===== src/rtl/instr_fetch.sv =====
// Instruction fetch stage: owns the PC, drives a 1-cycle-latency ROM and hands
// {pc, instr} pairs to decode through a bypass path plus a 2-entry skid FIFO.
module instr_fetch #(
    parameter logic [31:0] RESET_PC   = 32'h0000_0000,
    parameter int unsigned ADDR_WIDTH = 14,
    parameter int unsigned DATA_WIDTH = 32
) (
    input  logic                  clk,
    input  logic                  rst_n,
    output logic [ADDR_WIDTH-1:0] rom_addr,
    input  logic [DATA_WIDTH-1:0] rom_q,
    input  logic                  redirect_valid,
    input  logic [31:0]           redirect_pc,
    output logic                  out_valid,
    input  logic                  out_ready,
    output logic [31:0]           out_pc,
    output logic [DATA_WIDTH-1:0] out_instr
);

    logic [31:0]           pc_q, pc_d;
    logic                  inflight_q, inflight_d;
    logic [31:0]           inflight_pc_q, inflight_pc_d;
    logic [1:0]            count_q, count_d;
    logic                  rd_ptr_q, rd_ptr_d;
    logic [31:0]           fifo_pc_q    [2];
    logic [DATA_WIDTH-1:0] fifo_instr_q [2];

    logic       head_valid;
    logic       pop;
    logic       fifo_pop;
    logic       push;
    logic       issue;
    logic       wr_ptr;
    logic [2:0] occupancy;

    assign rom_addr = pc_q[ADDR_WIDTH+1:2];

    always_comb begin
        head_valid = (count_q != 2'd0);
        out_valid  = head_valid || inflight_q;
        out_pc     = head_valid ? fifo_pc_q[rd_ptr_q]    : inflight_pc_q;
        out_instr  = head_valid ? fifo_instr_q[rd_ptr_q] : rom_q;
        pop        = out_valid && out_ready;
        fifo_pop   = pop && head_valid;
        // The arriving word is only buffered when decode is not taking it via bypass.
        push       = inflight_q && !(!head_valid && out_ready);
        wr_ptr     = rd_ptr_q ^ count_q[0];
        occupancy  = {1'b0, count_q} + {2'b00, inflight_q};
        issue      = !redirect_valid && ((occupancy < 3'd2) || pop);
    end

    always_comb begin
        pc_d          = pc_q;
        inflight_d    = issue;
        inflight_pc_d = inflight_pc_q;
        count_d       = count_q + 2'(push) - 2'(fifo_pop);
        rd_ptr_d      = fifo_pop ? ~rd_ptr_q : rd_ptr_q;
        if (redirect_valid) begin
            pc_d       = redirect_pc & ~32'h3;
            inflight_d = 1'b0;
            count_d    = 2'd0;
            rd_ptr_d   = 1'b0;
        end else if (issue) begin
            inflight_pc_d = pc_q;
            pc_d          = pc_q + 32'd4;
        end
    end

    always_ff @(posedge clk or negedge rst_n) begin
        if (!rst_n) begin
            pc_q          <= RESET_PC;
            inflight_q    <= 1'b0;
            inflight_pc_q <= 32'h0;
            count_q       <= 2'd0;
            rd_ptr_q      <= 1'b0;
        end else begin
            pc_q          <= pc_d;
            inflight_q    <= inflight_d;
            inflight_pc_q <= inflight_pc_d;
            count_q       <= count_d;
            rd_ptr_q      <= rd_ptr_d;
        end
    end

    // Payload storage needs no reset; count_q alone decides what is live.
    always_ff @(posedge clk) begin
        if (push) begin
            fifo_pc_q[wr_ptr]    <= inflight_pc_q;
            fifo_instr_q[wr_ptr] <= rom_q;
        end
    end

endmodule

===== config.mk =====
export PLATFORM = sky130hd
export DESIGN_NAME = instr_fetch
export DESIGN_NICKNAME = d
export VERILOG_FILES = /design/src/rtl/instr_fetch.sv
export SDC_FILE = /design/constraint.sdc
export NUM_CORES = 1
export LEC_CHECK = 0
export BUFFER_PORTS_ARGS = -buffer_cell sky130_fd_sc_hd__buf_2
export CORE_AREA = 2 2 185 187
export CTS_CLUSTER_DIAMETER = 30
export DETAILED_ROUTE_END_ITERATION = 8
export DIE_AREA = 0 0 187 189
export GPL_TIMING_DRIVEN = 1
export HOLD_SLACK_MARGIN = 0.03
export PLACE_DENSITY = 0.45
export RECOVER_POWER = 25
export SLEW_MARGIN = 20
export SYNTH_ARGS = -nofsm -noshare
export SYNTH_HDL_FRONTEND = slang
export SYNTH_SLANG_ARGS = --single-unit

===== constraint.sdc =====
create_clock -name clk -period 4.2 [get_ports clk]
set_input_delay 1.05 -clock clk [delete_from_list [all_inputs] [get_ports clk]]
set_output_delay 1.05 -clock clk [all_outputs]
set_load 0.01 [all_outputs]

# After elaboration in Yosys (flattened, before gate mapping)
# Memory sizes are Yosys's and may differ from the RTL's.
# Cells that the tools add are included.
# op_classes
addsub	4
n_reduce_logical	14
mux	10
div	0
n_eq_ne	0
n_mul	0
bitwise_logic	3
shifts	0
n_lt_le_gt_ge	1
# op_table
op	n
2-to-1 mux 32 bit	4
adder 32 x 3 -> 32 bit, second input constant	1
nonzero test 2 bit	3
logical AND 1 bit	5
2-to-1 mux 1 bit	5
adder 2 x 1 -> 3 bit	1
logical NOT 1 bit	3
< comparator 3 x 2 -> 1 bit, second input constant	1
adder 2 x 1 -> 2 bit	1
logical OR 1 bit	2
2-to-1 mux 2 bit	1
NOT 1 bit	2
AND reduction 2 bit	1
subtractor 2 x 1 -> 2 bit	1
bitwise XOR 1 bit	1
# word_totals
reg_bits	68
latch_bits	0
elab_cells	39
ram_bits	128
in_bits	68
output_inout_bits	79
romBits	0
mem_count	2
# mem_list
name	words	word_bits	rd	rd_ports_with_merged_regs	wr	line_no	text
fifo_instr_q	2	32	1	0	1	26	logic [DATA_WIDTH-1:0] fifo_instr_q [2];
fifo_pc_q	2	32	1	0	1	25	logic [31:0] fifo_pc_q [2];

# Depth between registers and ports, before layout
# depth
word_depth	8
depth_mapped	8
mapped_depth_nobuf	7

# Least setup slack after synthesis
# Ideal clock, no wire load.
# synth_path
kind	input to register
from	in out_ready
to	mem fifo_instr_q[0][0], enable pin
cell_stages	4
t_arrival_ps	4179
required_ps	3711
setup_time_ps	489
slack_ps	-468
n_path_buf	1
cell_sequence	clkbuf_1 inv_1 o21ai_0 nor2b_1
# synth_via
elab_chain_len	5
# synth_rtl
item	line_no	text
start: declaration	15	input logic out_ready,
logical AND 1 bit	46	push = inflight_q && !(!head_valid && out_ready);
logical NOT 1 bit	46	
logical AND 1 bit	46	
2-to-1 mux 1 bit	87	if (push) begin
2-to-1 mux 1 bit (implied by the code)	89	fifo_instr_q[wr_ptr] <= rom_q;
end: declaration	26	
# No other way between the ends.

# Worst setup path in the final report
# layout_path
from	reg count_q[0]
to	out out_instr[12]
# layout_via
elab_chain_len	2
# layout_rtl
item	line_no	text
start: declaration	23	logic [1:0] count_q, count_d;
start signal: assignment	80	count_q <= count_d;
nonzero test 2 bit	39	head_valid = (count_q != 2'd0);
2-to-1 mux 32 bit	42	out_instr = head_valid ? fifo_instr_q[rd_ptr_q] : rom_q;
end: declaration	17	output logic [DATA_WIDTH-1:0] out_instr
# No other way between the ends.

==> impl_results.md <==
- CP endpoint kind: output pin
- Share of cells above drive strength 1: between 20 and 30%
- Highest routed layer: met4
- P_leak: 3.60 nW
- Status: finished, final reports clean
- Critical-path maximum fanout: around 70
- Placed cell count: roughly 1200
- Port bufs: between 100 and 150
- NumNets Final: ~840
- Commonest non-fill, non-tap cells in the layout: edfxtp_1, buf_2, nor2_1
- Vias per inst: approximately 4.4
- R2r endpoint: fifo_instr_q[0][24]
- Vias in the first global route: about 5300
- Grt total ovfl: 0
- FF-to-FF Start: count_q[0]
- CTS tree: yes
- First-pass GRT wire length: 31600 um
- Chip height: about 190 um
- Worst Hold Path EP: fifo_pc_q[0][18]
- Pwr Density: a little under 700 mW/mm^2
- Filler Cell Count: 3466
- Initial antenna violation count: 0
- DRC Markers: 0
- Number of synthesized flops with an enable pin: ~120
- Synth Area in Adders: 0.456%
- Worst Max-Slew Pin Slew: around 1.0 ns
- VDD IR-drop max: 285 uV
- Post-CTS Setup Repair Bufs: 0
- Sum Neg Setup Slack: 0 ns
- Total Power: around 6.7 mW
- Final core occ: between 20 and 30%
- Commonest non-fill, non-tap cell in the layout: edfxtp_1
- Warnings, synthesis: 0
- Final Wtd Congestion: 0.716
- CP required: approximately 3.2 ns
- Worst skew pair latency: 0.43 ns
- Die area: around 0.035 mm^2
- Num CTS Buffers: 17
- Synthesized cell area: 0.00824 mm^2
- Row count: 67
- Post-Synth Simple-Gate Area: 9.53%
- Detailed-route wire length per cell: between 15 and 20 um
- Main combinational cell family by area after synthesis: multiplexers
- Finished Layout Cells: around 1200
- Kind of critical path: flip-flop to output pin
- Detailed Route Iter0 Violations: 210
- Distinct cells, synth: 36
- Tcrit/Tclk final: approximately four fifths
- Fmax: 0.298 GHz
- Root buf cell: clkbuf_16
- Tot GR Track Use: 11.7%
- RSZ-0062 raised after global routing: false
- Post-DP HPWL: around 13000 um
- Metal-1 WL: 9830 um
- Starting Density: 24.7%
- Final setup vio count: 0
- Worst r2r path cells: 4
- Register Area: 0.00533 mm^2
- CTS max path bufs: 2
- R2R Setup Slk: 1.56 ns
- Post-Place Cell Area: around 0.0094 mm^2
- Post-Synth XOR/XNOR Area: 1.17%
- Hold depth: 0
- Syn avg cell area: approximately 13 um^2
- Fin area: between 0.009 and 0.01 mm^2
- Mux contribution to synthesized area: between 10% and 20%
- H-tree levels: 4
- CTS resizes: 0
- Worst Path Arrival: between 2 and 2.5 ns
- Post-Syn Instances: around 650
- Largest net degree at the start of global routing: ~70
- Final ANT Viol Nets: 0
- Met2 routed WL: 9390 um
- Flops & latches, synth: approximately 190
- Maxcap violations: 0
- HP Class: flip-flop to flip-flop
- Multi-input logic area: between 0.002 and 0.003 mm^2
- Complex-gate fraction of the synthesized area: approximately 9%
- Final hold viol count: 0
- Drt total wl: 20000 um
- Met3 Routed Length: around 560 um
- Clk slew on worst S/H paths: ~0.08 ns
- Top_reg_cell synth: edfxtp_1
- Sink Count: 188
- Part of the Yosys area used for sequential elements: 64.7%
- Vias: roughly 5400
- Synth async-reset ratio: between 30% and 40%
- I/O pins: around 150
- Drt first pass iters: 4
- Clock skew: 0.0146 ns
- Total core area: approximately 0.033 mm^2
- Layout area overhead: 21.0%
- Die Wd: between 150 and 200 um
- HP Start: inflight_pc_q[18]
- Minimum clock period: ~3.4 ns
- Startpoint types: flip-flop
- Max Slew Vio Count: 0
- Slew HR: 31.6%
- N_diodes: 0
- Hold-fix buffer count after cts: 0
## synth_stat cells, types with 16 or more instances
master      n  area [um^2]
clkbuf_1   23         86.3
or4_1      16          120
buf_4      17          128
mux2_2     28          315
nand2_1    24         90.1
mux2i_1    63          631
o21ai_0    16         80.1
dfrtp_1    64         1600
a31oi_1    17          106
a21oi_1    63          315
nor2_1     84          315
edfxtp_1  124         3720
## how the worst max path moves through the flow
stage	end	startpoint
finish	out_instr[12]	count_q[0]
global route	out_instr[8]	count_q[0]
CTS	out_instr[6]	count_q[0]
detailed placement	out_instr[6]	count_q[0]
global placement	out_instr[12]	count_q[0]
floorplan	fifo_instr_q[1][0]	out_ready
## per-stage QoR
stage,setup WS (ns),hold WS (ns)
global route,0.589,0.519
detailed placement,1.23,0.479
floorplan,0.672,0.459
finish,0.844,0.492
CTS,0.747,0.496
global placement,1.22,0.474
## report_power, final
| part | leakage, nW | internal [mW] | switching (mW) |
|---|---|---|---|
| combinational | 1.41 | 0.863 | 1.38 |
| clock | 0.301 | 0.920 | 0.769 |
| sequential | 1.89 | 2.53 | 0.252 |
| total | 3.60 | 4.31 | 2.40 |
## area by class of cell
class | count | area share (%)
Sequential cell | 188 | 53.5
Clock inverter | 14 | 1.71
Timing Repair Buffer | 155 | 8.15
Clock buffer | 18 | 4.41
Inverter | 6 | 0.226
Multi-Input combinational cell | 397 | 26.4
Tap cell | 448 | 5.62
## cell families after synthesis
logic type,count (synthesis)
flops,188
other cells,1
xor+xnor,11
simple gates,163
fa+ha+maj,3
mux,91
compound gates,127
buf+inv,61
## worst max-delay path: stages (launching register included)
cell and delay (ns):
dfrtp_1 0.43, or2_4 0.71, buf_4 0.37, nor2_1 0.06
a21oi_1 0.14, buf_2 0.16
## registers in the layout, indices dropped and copies added (netlist names)
register / cells
count_q: 2
fifo_instr_q: 64
fifo_pc_q: 60
inflight_pc_q: 30
inflight_q: 1
pc_q: 30
rd_ptr_q: 1
## routing by layer
metal,global-route usage (%),vias to the layer above
met2,18.4,93
met4,3.63,0
li1,-,2615
met5,0,-
met1,16.1,2646
met3,2.56,13
No activity file was read; power rests on OpenSTA's default activity.
